$ cat src/rtl/clus_pattern_check.sv
// Pattern checker for the simulated-ROC stream written into ROCFIFO_SIM.
// Parses header/payload events, checks tag sequence and payload pattern, counts events and errors.
module clus_pattern_check #(
    parameter int DIGI_BITS = 32,
    parameter int TAG_BITS  = 20,
    parameter int TIMEOUT   = 1024,
    parameter int CNT_BITS  = 16
) (
    input  logic                 fifoclk,
    input  logic                 fifoclk_reset,
    input  logic                 check_en,
    input  logic                 clear_cnt,
    input  logic                 pattern_type,
    input  logic                 data_we,
    input  logic [DIGI_BITS-1:0] data_in,
    output logic                 event_done,
    output logic                 busy,
    output logic [31:0]          evt_cnt,
    output logic [CNT_BITS-1:0]  tag_err_cnt,
    output logic [CNT_BITS-1:0]  word_err_cnt,
    output logic [CNT_BITS-1:0]  trunc_err_cnt,
    output logic                 err_sticky,
    output logic [DIGI_BITS-1:0] bad_word,
    output logic [DIGI_BITS-1:0] bad_expect
);

    localparam int IDLE_W = (TIMEOUT > 2) ? $clog2(TIMEOUT) : 1;

    localparam logic [IDLE_W-1:0]    IDLE_ONE  = {{(IDLE_W-1){1'b0}}, 1'b1};
    localparam logic [IDLE_W-1:0]    IDLE_LAST = IDLE_W'(TIMEOUT - 1);
    localparam logic [13:0]          LEN_ONE   = 14'd1;
    localparam logic [TAG_BITS-1:0]  TAG_ONE   = {{(TAG_BITS-1){1'b0}}, 1'b1};
    localparam logic [DIGI_BITS-1:0] DAT_ONE   = {{(DIGI_BITS-1){1'b0}}, 1'b1};
    localparam logic [DIGI_BITS-1:0] ALT_5     = {(DIGI_BITS/2){2'b01}};
    localparam logic [DIGI_BITS-1:0] ALT_A     = {(DIGI_BITS/2){2'b10}};
    localparam logic [31:0]          EVT_ONE   = 32'd1;

    typedef enum logic [1:0] {
        ST_WAIT_HDR = 2'd0,
        ST_CHK_DATA = 2'd1,
        ST_EVT_END  = 2'd2
    } state_t;

    state_t                state_q, state_d;
    logic [TAG_BITS-1:0]   tag_q, tag_d;
    logic [13:0]           len_q, len_d;
    logic [13:0]           word_cnt_q, word_cnt_d;
    logic [IDLE_W-1:0]     idle_q, idle_d;
    logic [DIGI_BITS-1:0]  exp_cnt_q, exp_cnt_d;
    logic                  alt_phase_q, alt_phase_d;
    logic                  tag_seeded_q, tag_seeded_d;
    logic                  cnt_seeded_q, cnt_seeded_d;
    logic                  alt_seeded_q, alt_seeded_d;

    logic                  event_done_q, busy_q, err_sticky_q;
    logic [31:0]           evt_cnt_q;
    logic [CNT_BITS-1:0]   tag_err_q, word_err_q, trunc_err_q;
    logic [DIGI_BITS-1:0]  bad_word_q, bad_expect_q;

    logic                  hdr_s, tag_inc_s, word_inc_s, trunc_inc_s, evt_inc_s;
    logic [DIGI_BITS-1:0]  exp_val_s;
    logic [TAG_BITS-1:0]   hdr_tag_s;
    logic [13:0]           hdr_len_s;

    function automatic logic [CNT_BITS-1:0] sat_inc(input logic [CNT_BITS-1:0] v);
        logic [CNT_BITS-1:0] one;
        one = {{(CNT_BITS-1){1'b0}}, 1'b1};
        return (&v) ? v : (v + one);
    endfunction

    assign hdr_tag_s = data_in[TAG_BITS-1:0];
    assign hdr_len_s = {data_in[DIGI_BITS-1 -: 12], 2'b00};

    // Next-state, pattern expectation and error-condition decode.
    always_comb begin
        state_d      = state_q;
        tag_d        = tag_q;
        len_d        = len_q;
        word_cnt_d   = word_cnt_q;
        idle_d       = idle_q;
        exp_cnt_d    = exp_cnt_q;
        alt_phase_d  = alt_phase_q;
        tag_seeded_d = tag_seeded_q;
        cnt_seeded_d = cnt_seeded_q;
        alt_seeded_d = alt_seeded_q;
        hdr_s        = 1'b0;
        tag_inc_s    = 1'b0;
        word_inc_s   = 1'b0;
        trunc_inc_s  = 1'b0;
        exp_val_s    = exp_cnt_q;

        if (check_en) begin
            case (state_q)
                ST_WAIT_HDR: begin
                    hdr_s = data_we;
                end
                ST_CHK_DATA: begin
                    if (data_we) begin
                        idle_d = '0;
                        // Next expectation always follows the received word, which resyncs after a mismatch.
                        if (!pattern_type) begin
                            exp_val_s    = exp_cnt_q;
                            word_inc_s   = cnt_seeded_q && (data_in != exp_cnt_q);
                            cnt_seeded_d = 1'b1;
                            exp_cnt_d    = data_in + DAT_ONE;
                        end else begin
                            exp_val_s    = alt_phase_q ? ALT_A : ALT_5;
                            word_inc_s   = alt_seeded_q && (data_in != exp_val_s);
                            alt_seeded_d = 1'b1;
                            alt_phase_d  = (data_in == ALT_5);
                        end
                        if (word_cnt_q == (len_q - LEN_ONE)) begin
                            state_d = ST_EVT_END;
                        end else begin
                            word_cnt_d = word_cnt_q + LEN_ONE;
                        end
                    end else if (idle_q == IDLE_LAST) begin
                        trunc_inc_s = 1'b1;
                        state_d     = ST_WAIT_HDR;
                    end else begin
                        idle_d = idle_q + IDLE_ONE;
                    end
                end
                ST_EVT_END: begin
                    state_d = ST_WAIT_HDR;
                    hdr_s   = data_we;
                end
                default: begin
                    state_d = ST_WAIT_HDR;
                end
            endcase
        end else begin
            state_d = ST_WAIT_HDR;
        end

        if (hdr_s) begin
            tag_inc_s    = tag_seeded_q && (hdr_tag_s != (tag_q + TAG_ONE));
            tag_d        = hdr_tag_s;
            tag_seeded_d = 1'b1;
            len_d        = hdr_len_s;
            word_cnt_d   = '0;
            idle_d       = '0;
            // An empty event still consumes one counter value at the generator.
            if (hdr_len_s == 14'd0) begin
                state_d   = ST_EVT_END;
                exp_cnt_d = exp_cnt_q + DAT_ONE;
            end else begin
                state_d = ST_CHK_DATA;
            end
        end else begin
            tag_d = tag_d;
        end

        if (clear_cnt) begin
            state_d      = ST_WAIT_HDR;
            tag_seeded_d = 1'b0;
            cnt_seeded_d = 1'b0;
            alt_seeded_d = 1'b0;
        end else begin
            state_d = state_d;
        end

        evt_inc_s = (state_d == ST_EVT_END);
    end

    // State, parser context and status flags.
    always_ff @(posedge fifoclk) begin
        if (fifoclk_reset) begin
            state_q      <= ST_WAIT_HDR;
            tag_q        <= '0;
            len_q        <= 14'd0;
            word_cnt_q   <= 14'd0;
            idle_q       <= '0;
            exp_cnt_q    <= '0;
            alt_phase_q  <= 1'b0;
            tag_seeded_q <= 1'b0;
            cnt_seeded_q <= 1'b0;
            alt_seeded_q <= 1'b0;
            event_done_q <= 1'b0;
            busy_q       <= 1'b0;
        end else begin
            state_q      <= state_d;
            tag_q        <= tag_d;
            len_q        <= len_d;
            word_cnt_q   <= word_cnt_d;
            idle_q       <= idle_d;
            exp_cnt_q    <= exp_cnt_d;
            alt_phase_q  <= alt_phase_d;
            tag_seeded_q <= tag_seeded_d;
            cnt_seeded_q <= cnt_seeded_d;
            alt_seeded_q <= alt_seeded_d;
            event_done_q <= evt_inc_s;
            busy_q       <= (state_d != ST_WAIT_HDR);
        end
    end

    // Event/error counters and mismatch capture; clear wins over a same-cycle increment.
    always_ff @(posedge fifoclk) begin
        if (fifoclk_reset || clear_cnt) begin
            evt_cnt_q    <= 32'd0;
            tag_err_q    <= '0;
            word_err_q   <= '0;
            trunc_err_q  <= '0;
            err_sticky_q <= 1'b0;
            bad_word_q   <= '0;
            bad_expect_q <= '0;
        end else begin
            if (evt_inc_s)   evt_cnt_q   <= evt_cnt_q + EVT_ONE;
            if (tag_inc_s)   tag_err_q   <= sat_inc(tag_err_q);
            if (word_inc_s)  word_err_q  <= sat_inc(word_err_q);
            if (trunc_inc_s) trunc_err_q <= sat_inc(trunc_err_q);
            err_sticky_q <= err_sticky_q | tag_inc_s | word_inc_s | trunc_inc_s;
            if (word_inc_s) begin
                bad_word_q   <= data_in;
                bad_expect_q <= exp_val_s;
            end
        end
    end

    assign event_done    = event_done_q;
    assign busy          = busy_q;
    assign evt_cnt       = evt_cnt_q;
    assign tag_err_cnt   = tag_err_q;
    assign word_err_cnt  = word_err_q;
    assign trunc_err_cnt = trunc_err_q;
    assign err_sticky    = err_sticky_q;
    assign bad_word      = bad_word_q;
    assign bad_expect    = bad_expect_q;

endmodule

$ cat config.mk
export PLATFORM = sky130hd
export DESIGN_NAME = clus_pattern_check
export DESIGN_NICKNAME = d
export VERILOG_FILES = /design/src/rtl/clus_pattern_check.sv
export SDC_FILE = /design/constraint.sdc
export NUM_CORES = 1
export LEC_CHECK = 0
export BUFFER_PORTS_ARGS = -buffer_cell sky130_fd_sc_hd__buf_2
export CAP_MARGIN = 20
export CORE_MARGIN = 4
export CORE_UTILIZATION = 40
export DETAILED_ROUTE_END_ITERATION = 10
export PLACE_DENSITY = 0.59
export SYNTH_ARGS = -nofsm -noshare
export SYNTH_HDL_FRONTEND = slang
export SYNTH_SLANG_ARGS = --single-unit
$ cat constraint.sdc
create_clock -name fifoclk -period 4.1 [get_ports fifoclk]
set_input_delay 1.025 -clock fifoclk [delete_from_list [all_inputs] [get_ports fifoclk]]
set_output_delay 1.025 -clock fifoclk [all_outputs]
set_load 0.01 [all_outputs]
; Word level (Yosys, flattened, before mapping)
; Index checks and enable logic that the tools add are counted.
[op_classes]
eq_ne = 10
bitwise_logic = 8
n_reduce_logical = 20
addsub = 10
muxes = 32
[op_table]
columns = op, n
row1 = $mux W32, 11
row2 = $add A32 B1 Y32 const B, 3
row3 = $ne A32 B32 Y1, 2
row4 = $add A16 B1 Y16 const B, 3
row5 = $reduce_and A16 Y1, 3
row6 = $eq A32 B31 Y1 const B, 1
row7 = $add A20 B1 Y20 const B, 1
row8 = $mux W10, 2
row9 = $ne A20 B20 Y1, 1
row10 = $add A14 B1 Y14 const B, 1
row11 = $eq A14 B14 Y1, 1
row12 = $logic_not A14 Y1, 1
row13 = $mux W2, 7
row14 = $sub A14 B1 Y14 const B, 1
row15 = $reduce_and A4 Y1, 3
row16 = $mux W1, 11
row17 = $add A10 B1 Y10 const B, 1
row18 = $eq A10 B10 Y1 const B, 1
row19 = $reduce_and A2 Y1, 3
row20 = $reduce_or A2 Y1, 3
row21 = $not A1 Y1, 5
row22 = $eq A2 B2 Y1 const B, 2
row23 = $pmux W2 S2, 1
row24 = $logic_and A1 B1 Y1, 3
row25 = other kinds (7), 9
[word_totals]
output_inout_bits = 147
inputBits = 38
elab_cells = 99
reg_bits = 241

; Longest topological paths before layout
; Gate-level depths: netlist (run 1).
[depth]
word_depth = 9
ltp_mapped = 13
mapped_depth_nobuf = 10

; Least setup slack after synthesis (run 1)
; No wires, ideal clock.
[synth_path]
path_kind = input -> register
startpoint = input data_we
endpoint = register bad_word_q[22] (netlist: bad_word[22])
setup_time_ps = 128
path_buffers = 4
path_slack_ps = 849
stages = 11
arrival_time_ps = 3123
cell_sequence = clkbuf_1 > and4b_1 > clkbuf_1 > and2_1 > nand2_1 > a31oi_1 > a32o_1 > buf_2 > buf_1 > mux2i_1 > nor2_1
[synth_via]
elab_chain_len = 3
[synth_rtl]
columns = item, line_no
row1 = start: declaration, 14  ; input logic data_we,
row2 = $mux W1, 98  ; if (data_we) begin
row3 = $mux W1, 93  ; case (state_q)
row4 = $mux W1, 92  ; if (check_en) begin
row5 = end signal: assignment, 214  ; bad_word_q <= data_in;
row6 = end: declaration, 58  ; logic [DIGI_BITS-1:0] bad_word_q, bad_expect_q;
; No other way between the ends.
; A chain may end at the register's enable or synchronous reset.

; Worst setup path after layout (run 1)
[layout_path]
startpoint = register tag_q[0]
endpoint = register tag_err_q[0] (netlist: tag_err_cnt[0])
[layout_via]
elab_chain_len = 5
[layout_rtl]
columns = item, line_no
row1 = start: declaration, 45  ; logic [TAG_BITS-1:0] tag_q, tag_d;
row2 = start signal: assignment, 183  ; tag_q <= tag_d;
row3 = $add A20 B1 Y20, 137  ; tag_inc_s = tag_seeded_q && (hdr_tag_s != (tag_q + TAG_ONE));
row4 = $ne A20 B20 Y1, 137
row5 = $logic_and A1 B1 Y1, 137
row6 = $mux W1, 136  ; if (hdr_s) begin
row7 = $reduce_and A2 Y1 (no source line), n/a
row8 = end signal: assignment, 209  ; if (tag_inc_s) tag_err_q <= sat_inc(tag_err_q);
row9 = end: declaration, 57  ; logic [CNT_BITS-1:0] tag_err_q, word_err_q, trunc_err_q;
; No other way between the ends.

==> impl_results.md, run 1 <==
- Cell internal pwr: 3.90 mW
- Buffers inserted during post-CTS setup optimization: 0
- Kind of path behind the tightest hold check: flip-flop to flip-flop
- Number of design rule violations left after detail routing: 0
- Net switching component of the power: 1.28 mW
- Count of nets left with antenna violations after detail routing: 0
- Width of the die: 188 um
- Number of optimization iterations in the first detailed-route pass: 5
- Clock root buffer master: clkbuf_16
- Setup repair after global routing missed its margin: no
- Synth Instances: 1,650
- Synthesis Warnings: 0
- Number of antenna violations at the first check in global routing: 0
- Maximum count of clock buffers along a single path: 3
- Static leakage power: 5.30 nW
- Global-route usage over all layers: 0.210
- Final setup violation count: 0
- Floorplan die area: 35,300 um^2
- Most area-hungry cell type in the Yosys netlist: dfxtp_1
- Post-synthesis instance area: 13,000 um^2
- Max H-tree Level: 1
- Die Ht: 188 um
- Hold buffer count at cts: 0
- Most used DFF post-synth: dfxtp_1
- Remaining max-slew budget at the tightest pin: 0.460
- Net count of the mapped netlist: 1,699
- Diode count: 0
- Cell with the most instances after synthesis: dfxtp_1
- Maximum ir drop on the vdd rail: 0.277 mV
- Core region area: 31,800 um^2
- Switching power share of the total: 0.247
- Share of layout cells above drive strength 1: 0.154
- Quantity of I/O buffers inserted on ports: 184
- Synth unique cells: 77
- TritonCTS clock tree: yes
- Area share of the leading cell type in the synthesized netlist: 0.372
- Count of endpoints failing hold in the final timing report: 0
- Worst clock skew on the final layout: 0.0105 ns
- Count of final max-slew check failures: 0
- Placer congestion estimate: 0.888
- Startpoint types: flip-flop
- Number of clock sinks: 241
- Top post-synthesis cells by count: dfxtp_1 (241), nand2_1 (198), nor2_1 (195), a21oi_1 (123), clkbuf_1 (105)
- Post-placement cell count: 2,160
- Portion of the clock cycle consumed by the worst path in the final layout: 0.834
- Ranking of synthesized cells by area: dfxtp_1 (37%), xnor2_1 (5.8%), nand2_1 (5.7%)
- Peak clock frequency supported by timing: 0.292 GHz
- Maximum fanout along the worst path: 30
- Post_cts resized: 0
- Arrival time at the worst endpoint: 3.90 ns
- Post-synth EDFFs: 0
- Number of buffers added by the clock tree synthesis step: 28
- Row Count: 65
- Wire length of the first global-routing pass: 62,700 um
- Count of routing violations after the opening detailed-route iteration: 934
- Final min period: 3.42 ns
- Max-cap violations: 0
- Via count of the first global-routing pass: 11,500
- Clk Latency, worst-skew pair: 0.55 ns
- Cell Count, Final, Fillers Out: 2,210
- Comb pwr share: 0.067
- Share of synthesized area occupied by flip-flops and latches: 0.372
- Area Growth Syn to Fin: 15.8%
- Critical Setup Path Class: flip-flop to flip-flop
- Mapped Avg Cell Area: 7.85 um^2
- Ratio of routed vias to standard cells: 5.56
- Dpl hpwl: 27,700 um
- Pin count of the biggest net entering global routing: 87
- Sequential cell fraction of total power: 0.460
- Total grt overflow: 0
- Nets@finish: 1,804
- Power share of the clock group: 0.473
- Power density over the cells: 345 nW/um^2
- CTS clock-pin slew for the worst setup and hold paths: 0.06 ns
- Mean routed wirelength per cell: 17.5 um
- Routed WL: 38,800 um
- Result of the run: completed
- Starting Density: 0.408
- Flop2flop setup slack: 0.68 ns
- Total negative slack: 0 ns
- Critical Path Sink Type: flip-flop
- Share of flip-flops with an asynchronous set or reset: 0
- Critical Path RT: 4.58 ns
- Filler instances: 3,238
- Count of vias placed by the detailed router: 12,300
- Number of placed I/O pins: 185
- Synthesized flop and latch total: 241
- Transition time of the tightest slew-check pin: 0.797 ns
## flip-flops by register name, summed over array words and instances (netlist names)
register / flops
tag_seeded_q: 1
err_sticky: 1
alt_phase_q: 1
state_q: 2
tag_err_cnt: 16
evt_cnt: 32
cnt_seeded_q: 1
exp_cnt_q: 32
word_cnt_q: 14
len_q: 12
alt_seeded_q: 1
busy: 1
idle_q: 10
word_err_cnt: 16
bad_expect: 32
tag_q: 20
event_done: 1
trunc_err_cnt: 16
bad_word: 32
## final timing paths
path / startpoint / to / cells past startpoint
worst max register to register: tag_q[0]$_SDFFE_PP0P_ / tag_err_cnt[0]$_SDFFE_PP0P_ / 10
worst min-delay path: len_q[12]$_SDFFE_PP0P_ / len_q[12]$_SDFFE_PP0P_ / 2
worst min register to register: len_q[12]$_SDFFE_PP0P_ / len_q[12]$_SDFFE_PP0P_ / 2
worst max-delay path: tag_q[0]$_SDFFE_PP0P_ / tag_err_cnt[0]$_SDFFE_PP0P_ / 10
## kinds of logic (layout without fill, tap and decap cells)
family / count (synthesis) / count (layout) / synth area share
flip-flops: 241 / 241 / 0.372
multiplexers: 52 / 52 / 0.0403
buffers and inverters: 149 / 274 / 0.0445
XOR/XNOR: 145 / 145 / 0.0980
adder cells (fa/ha/maj): 12 / 12 / 0.0114
AO/OA/AOI/OAI: 310 / 310 / 0.149
AND/OR/NAND/NOR: 741 / 741 / 0.285
## through the flow
stage	worst slack, ns	hold slack (ns)	util	total power [mW]	area (um^2)
floorplan	0.849	0.436	-	2.68	13000
global placement	0.709	0.448	0.444	2.78	14100
detailed placement	0.693	0.461	0.444	2.78	14100
CTS	0.697	0.469	0.472	5.23	15000
global route	0.468	0.505	0.472	5.36	15000
finish	0.680	0.468	0.472	5.18	15000
## routing by layer
layer,GRT usage,share of wire,up-vias
met3,0.0264,0.052,63
met1,0.279,0.44,5839
li1,-,-,6064
met2,0.365,0.48,316
met5,0,0,-
met4,0.0480,0.022,0
## layout by cell type (no fill, tap or decap), drive strengths merged, types with 6 or more instances in the layout
| cell | count |
|---|---|
| and2 | 16 |
| o21ai | 56 |
| nor4b | 7 |
| a211oi | 41 |
| or4 | 18 |
| clkbuf | 38 |
| inv | 23 |
| nand2 | 198 |
| nand3 | 68 |
| and3 | 25 |
| a31oi | 17 |
| nand2b | 8 |
| or2 | 7 |
| or3 | 44 |
| a21oi | 123 |
| o211ai | 18 |
| ha | 11 |
| mux2i | 51 |
| nor2 | 195 |
| nor3b | 11 |
| a31o | 6 |
| dfxtp | 241 |
| and4 | 16 |
| xor2 | 59 |
| nor3 | 37 |
| nor4 | 23 |
| xnor2 | 86 |
| clkinv | 7 |
| nand4 | 43 |
| nor2b | 8 |
| buf | 201 |
## layout make-up
cell class                 count  area (um^2)  share of cell area
multi-input combinational   1260         7580               0.505
sequential                   241         4820               0.322
timing repair buffer         201         1070              0.0715
clock buffer                  38          800              0.0533
tap                          435          544              0.0363
clock inverter                12         95.1             0.00634
inverter                      23         86.3             0.00575
## power groups by stage
| stage | sequential [mW] | combinational [mW] | clock (mW) |
|---|---|---|---|
| after floorplan | 2.43 | 0.251 | 0 |
| after global placement | 2.44 | 0.341 | 0 |
| after detailed placement | 2.44 | 0.345 | 0 |
| after CTS | 2.38 | 0.347 | 2.50 |
| after global routing | 2.39 | 0.383 | 2.59 |
| final | 2.38 | 0.347 | 2.45 |
## worst max-delay path, stage by stage, from the launching register on
cell and delay (ns):
dfxtp_1 0.47, ha_1 0.36, inv_1 0.17, or4_1 0.62, a311o_1 0.36, a2bb2oi_1 0.18
nor3_1 0.08, and4_1 0.23, buf_4 0.22, or4_1 0.50, a21oi_1 0.14
Note: power is estimated with default switching activity, not from simulation.
==> run 2, diff against run 1 <==
Clock period 4.1 ns to 3.3 ns, I/O delays scaled along.
==> impl_results.md, run 2 (same netlist as run 1, synthesis figures left out) <==
- Result of the run: completed
- Mean routed wirelength per cell: 17.4 um (-0.62%)
- Quantity of I/O buffers inserted on ports: 184 (unchanged)
- Via count of the first global-routing pass: 11,600 (+0.76%)
- Most frequent cells in the layout: dfxtp_1 (241), nand2_1 (198), nor2_1 (193), buf_2 (184), a21oi_1 (123)
- Number of placed I/O pins: 185 (unchanged)
- Portion of the clock cycle consumed by the worst path in the final layout: 0.936 (+0.102)
- Placed cell area: 14,300 um^2 (+1.6%)
- Total negative slack: 0 ns (unchanged)
- Total area of multi-input combinational cells: 7600 um^2 (+0.25%)
- Most common cell after layout, fill and taps aside: dfxtp_1
- TritonCTS clock tree: yes
- Clk Latency, worst-skew pair: 0.55 ns (about the same)
- Power density over the cells: 444 nW/um^2 (+29%)
- Post_cts resized: 0 (unchanged)
- Maximum ir drop on the vdd rail: 0.366 mV (+32%)
- Filler instances: 3,183 (-1.7%)
- Peak clock frequency supported by timing: 0.324 GHz (+11%)
- Cell chain of the critical path: inv_1 -> ha_1 -> or3b_2 -> nor2_1 -> xnor2_1 -> nand4_1 -> or4_4 -> o2bb2a_4 -> nor4b_2 -> mux2i_1
- Final min period: 3.09 ns (-0.331 ns)
- Row Count: 65 (unchanged)
- Dpl hpwl: 28,100 um (+1.3%)
- Maximum fanout along the worst path: 11 (-63%)
- Clock root buffer master: clkbuf_16
- Count of vias placed by the detailed router: 12,200 (-0.39%)
- Core region area: 31,800 um^2 (unchanged)
- Final core utilization: 0.484 (+0.0122)
- Floorplan die area: 35,300 um^2 (unchanged)
- Cell area after layout: 15,400 um^2 (+2.6%)
- Transition time of the tightest slew-check pin: 0.909 ns (+0.112 ns)
- Nets@finish: 1,829 (+1.4%)
- Hold Path Cell Cnt: 2 (unchanged)
- Count of routing violations after the opening detailed-route iteration: 811 (-13%)
- Delay of the slowest cell on the worst path: 0.57 ns (-0.05 ns)
- Number of clock sinks: 241 (unchanged)
- Static leakage power: 5.55 nW (+4.6%)
- CTS clock-pin slew for the worst setup and hold paths: 0.06 ns (about the same)
- Count of final max-slew check failures: 0 (unchanged)
- Maximum count of clock buffers along a single path: 3 (unchanged)
- Kind of path behind the tightest hold check: flip-flop to flip-flop
- Critical Path RT: 3.77 ns (-0.81 ns)
- Critical Setup Path Class: flip-flop to flip-flop
- Number of buffers added by the clock tree synthesis step: 28 (unchanged)
- Starting Density: 0.408 (unchanged)
- Final setup violation count: 0 (unchanged)
- Total grt overflow: 0 (unchanged)
- Routed WL: 39,000 um (+0.59%)
- Cell with the biggest individual delay on the critical path: or4_4
- Placer congestion estimate: 0.882 (-0.75%)
- Setup repair after global routing missed its margin: yes
- Hold buffer count at cts: 0 (unchanged)
- Global-route usage over all layers: 0.211 (+0.00142)
- Worst hold start: len_q[12]$_SDFFE_PP0P_
- Pin count of the biggest net entering global routing: 68 (-22%)
- Count of endpoints failing hold in the final timing report: 0 (unchanged)
- Seq. cell area: 4820 um^2 (unchanged)
- Final Power: 6.83 mW (+32%)
- Ratio of routed vias to standard cells: 5.47 (-1.6%)
- Reg2Reg Launch Point: len_q[3]$_SDFFE_PP0P_
- Count of nets left with antenna violations after detail routing: 0 (unchanged)
- Area Growth Syn to Fin: 18.8%
- Number of design rule violations left after detail routing: 0 (unchanged)
- Wire length of the first global-routing pass: 63,000 um (+0.53%)
- Number of optimization iterations in the first detailed-route pass: 5 (unchanged)
- Max-cap violations: 0 (unchanged)
- Max H-tree Level: 1 (unchanged)
- Worst clock skew on the final layout: 0.0156 ns (+0.00504 ns)
- Critical Path Sink Type: flip-flop
- Number of antenna violations at the first check in global routing: 0 (unchanged)
- Arrival time at the worst endpoint: 3.56 ns (-0.34 ns)
- Buffers inserted during post-CTS setup optimization: 0 (unchanged)
- Share of layout cells above drive strength 1: 0.170 (+0.0154)
- Width of the die: 188 um (unchanged)
- Remaining max-slew budget at the tightest pin: 0.390 (-0.0706)
- Reg2reg path depth: 10 (unchanged)
- Startpoint types: flip-flop
- Die Ht: 188 um (unchanged)
- Beginning of the critical path: len_q[3]$_SDFFE_PP0P_
- Diode count: 0 (unchanged)
## run 2: worst paths after layout
kind | endpoint | slack (ns)
max | evt_cnt[29]$_SDFFE_PP0N_ | 0.21
min | len_q[12]$_SDFFE_PP0P_ | 0.46
max reg2reg | evt_cnt[29]$_SDFFE_PP0N_ | 0.21
min reg2reg | len_q[12]$_SDFFE_PP0P_ | 0.46
## run 2: routing by layer
layer | GRT usage | part of all wire | up-vias
met5 | 0 | 0 | -
li1 | - | - | 6112
met1 | 0.280 | 0.45 | 5754
met4 | 0.0627 | 0.029 | 0
met2 | 0.360 | 0.47 | 288
met3 | 0.0281 | 0.045 | 80
## run 2: stage by stage
stage                     hold WS [ns]  instances  worst slack, ns
after floorplan                  0.436       1650            0.249
after global placement           0.447       2185            0.179
after detailed placement         0.457       2185            0.121
after CTS                        0.465       2237           0.0867
after global routing             0.481       2237         -0.00118
final                            0.459       2237            0.211
## run 2: final cells by class
| class | instances | area share |
|---|---|---|
| repair buffers | 226 | 0.0844 |
| clock buffers | 43 | 0.0577 |
| multi-input cells | 1260 | 0.494 |
| inverters | 23 | 0.00561 |
| flip-flops and latches | 241 | 0.313 |
| well taps | 435 | 0.0354 |
| clock inverters | 9 | 0.00967 |
## run 2: critical path, delay by kind of cell (launching register included)
family                   cells  cell delay [ns]
AND/OR/NAND/NOR              5             1.78
flip-flops                   1             0.35
AO/OA/AOI/OAI                1             0.29
adder cells (fa/ha/maj)      1             0.21
multiplexers                 1             0.20
XOR/XNOR                     1             0.12
buffers and inverters        1             0.07
## run 2: where the power goes
| group | internal (mW) | switching (mW) | leakage [nW] |
|---|---|---|---|
| Combinational | 0.162 | 0.290 | 3.09 |
| Clock | 2.16 | 1.27 | 0.516 |
| Sequential | 2.93 | 0.0254 | 1.94 |
==> run 3, diff against run 2 <==
Settings changed: PLACE_DENSITY 0.59 to not set.
==> impl_results.md, run 3 (same netlist as run 1, synthesis figures left out) <==
- Final Power: 6.49 mW (-5.0%)
- Final min period: 3.14 ns (+0.0546 ns)
- Most frequent cells in the layout: dfxtp_1 (241), nand2_1 (198), nor2_1 (193), buf_2 (184), a21oi_1 (123)
- Core region area: 31,800 um^2 (unchanged)
- Setup repair after global routing missed its margin: no
- Maximum ir drop on the vdd rail: 0.345 mV (-5.8%)
- Cell area after layout: 15,300 um^2 (-0.88%)
- Wire length of the first global-routing pass: 62,300 um (-1.1%)
- Critical Path Sink Type: flip-flop
- Kind of path behind the tightest hold check: flip-flop to flip-flop
- Worst path top cell family by delay: simple AND/OR/NAND/NOR gates
- Dpl hpwl: 27,700 um (-1.2%)
- Mean routed wirelength per cell: 17.1 um (-1.7%)
- Static leakage power: 5.47 nW (-1.4%)
- Number of placed I/O pins: 185 (unchanged)
- Number of optimization iterations in the first detailed-route pass: 7 (+2)
- Placed cell area: 14,300 um^2 (-0.10%)
- Remaining max-slew budget at the tightest pin: 0.400 (+0.0102)
- Number of clock sinks: 241 (unchanged)
- Routed WL: 38,200 um (-2.0%)
- Ratio of routed vias to standard cells: 5.54 (+1.3%)
- Total negative slack: 0 ns (unchanged)
- Count of nets left with antenna violations after detail routing: 0 (unchanged)
- Die Ht: 188 um (unchanged)
- Global-route usage over all layers: 0.208 (-0.00321)
- Clock root buffer master: clkbuf_16
- Row Count: 65 (unchanged)
- Arrival time at the worst endpoint: 3.63 ns (+0.07 ns)
- Worst clock skew on the final layout: 0.00926 ns (-0.00629 ns)
- Transition time of the tightest slew-check pin: 0.893 ns (-0.0152 ns)
- Maximum count of clock buffers along a single path: 3 (unchanged)
- Via count of the first global-routing pass: 11,700 (+0.92%)
- Hold buffer count at cts: 0 (unchanged)
- Power density over the cells: 426 nW/um^2 (-4.1%)
- Number of buffers added by the clock tree synthesis step: 28 (unchanged)
- Total grt overflow: 0 (unchanged)
- Placer congestion estimate: 0.886 (+0.47%)
- Result of the run: completed
- Number of buffer and inverter instances along the worst setup path: 1 (unchanged)
- Starting Density: 0.408 (unchanged)
- Most common cell after layout, fill and taps aside: dfxtp_1
- Startpoint types: flip-flop
- Cell with the biggest individual delay on the critical path: or4_4
- Final core utilization: 0.480 (-0.00425)
- Post-route worst hold slack: 0.456 ns (-0.00298 ns)
- CTS clock-pin slew for the worst setup and hold paths: 0.06 ns (about the same)
- Final setup violation count: 0 (unchanged)
- Area Growth Syn to Fin: 17.7%
- Portion of the clock cycle consumed by the worst path in the final layout: 0.953 (+0.0166)
- Peak clock frequency supported by timing: 0.318 GHz (-1.7%)
- Count of endpoints failing hold in the final timing report: 0 (unchanged)
- Delay of the slowest cell on the worst path: 0.57 ns (about the same)
- Number of antenna violations at the first check in global routing: 0 (unchanged)
- Clk Latency, worst-skew pair: 0.56 ns (about the same)
- TritonCTS clock tree: yes
- Floorplan die area: 35,300 um^2 (unchanged)
- Maximum fanout along the worst path: 11 (unchanged)
- Max-cap violations: 0 (unchanged)
- Max H-tree Level: 1 (unchanged)
- Count of routing violations after the opening detailed-route iteration: 977 (+20%)
- Count of final max-slew check failures: 0 (unchanged)
- Critical Path RT: 3.78 ns (about the same)
- Number of design rule violations left after detail routing: 0 (unchanged)
- Quantity of I/O buffers inserted on ports: 184 (unchanged)
- Pin count of the biggest net entering global routing: 70 (+2.9%)
- Width of the die: 188 um (unchanged)
- Nets@finish: 1,827 (-0.11%)
- Share of layout cells above drive strength 1: 0.165 (-0.00435)
- Count of vias placed by the detailed router: 12,400 (+1.0%)
- Cell chain of the critical path: inv_1 -> ha_1 -> or3b_2 -> nor2_1 -> xnor2_1 -> nand4_1 -> or4_4 -> o2bb2a_4 -> nor4b_2 -> mux2i_1
- Critical Setup Path Class: flip-flop to flip-flop
-- run 3: repair_timing --
action / 4_1_cts / 5_1_grt
setup endpoints to repair: 0 / 12
resized for setup: 0 / 5
hold endpoints to repair: 0 / 0
setup buffers: 0 / 0
-- run 3: report_power, final --
part	leakage, nW	switching [mW]	internal [mW]
logic	3.08	0.284	0.163
registers	1.94	0.0283	2.93
clock network	0.450	1.26	1.82
-- run 3: per-stage QoR --
step | setup WS, ns | instances
after floorplan | 0.249 | 1650
after global placement | 0.214 | 2183
final | 0.156 | 2231
after global routing | 0.00264 | 2230
after detailed placement | 0.111 | 2183
after CTS | 0.0779 | 2230
-- run 3: worst paths after layout --
path	start	to	slack [ns]	cells past startpoint
setup reg to reg	len_q[3]$_SDFFE_PP0P_	evt_cnt[29]$_SDFFE_PP0N_	0.16	10
hold / removal	len_q[12]$_SDFFE_PP0P_	len_q[12]$_SDFFE_PP0P_	0.46	2
hold reg to reg	len_q[12]$_SDFFE_PP0P_	len_q[12]$_SDFFE_PP0P_	0.46	2
setup / recovery	len_q[3]$_SDFFE_PP0P_	evt_cnt[29]$_SDFFE_PP0N_	0.16	10
-- run 3: per-layer routing --
layer,share of wire,track usage,up-vias
met5,0,0,-
met4,0.029,0.0672,0
met3,0.044,0.0231,78
met2,0.48,0.354,316
met1,0.45,0.277,5855
li1,-,-,6108
-- run 3: worst min-delay path, cell delays in order (launching register included) --
cell,delay [ns]
dfxtp_1,0.31
nand2_1,0.05
a21oi_1,0.05
-- run 3: layout make-up --
type,count,area [um^2]
Sequential cell,241,4820
Clock buffer,38,788
Tap cell,435,544
Inverter,23,86.3
Antenna cell,1,2.50
Timing Repair Buffer,224,1280
Multi-Input combinational cell,1260,7600
Clock inverter,9,124
Fill cell,3139,16500
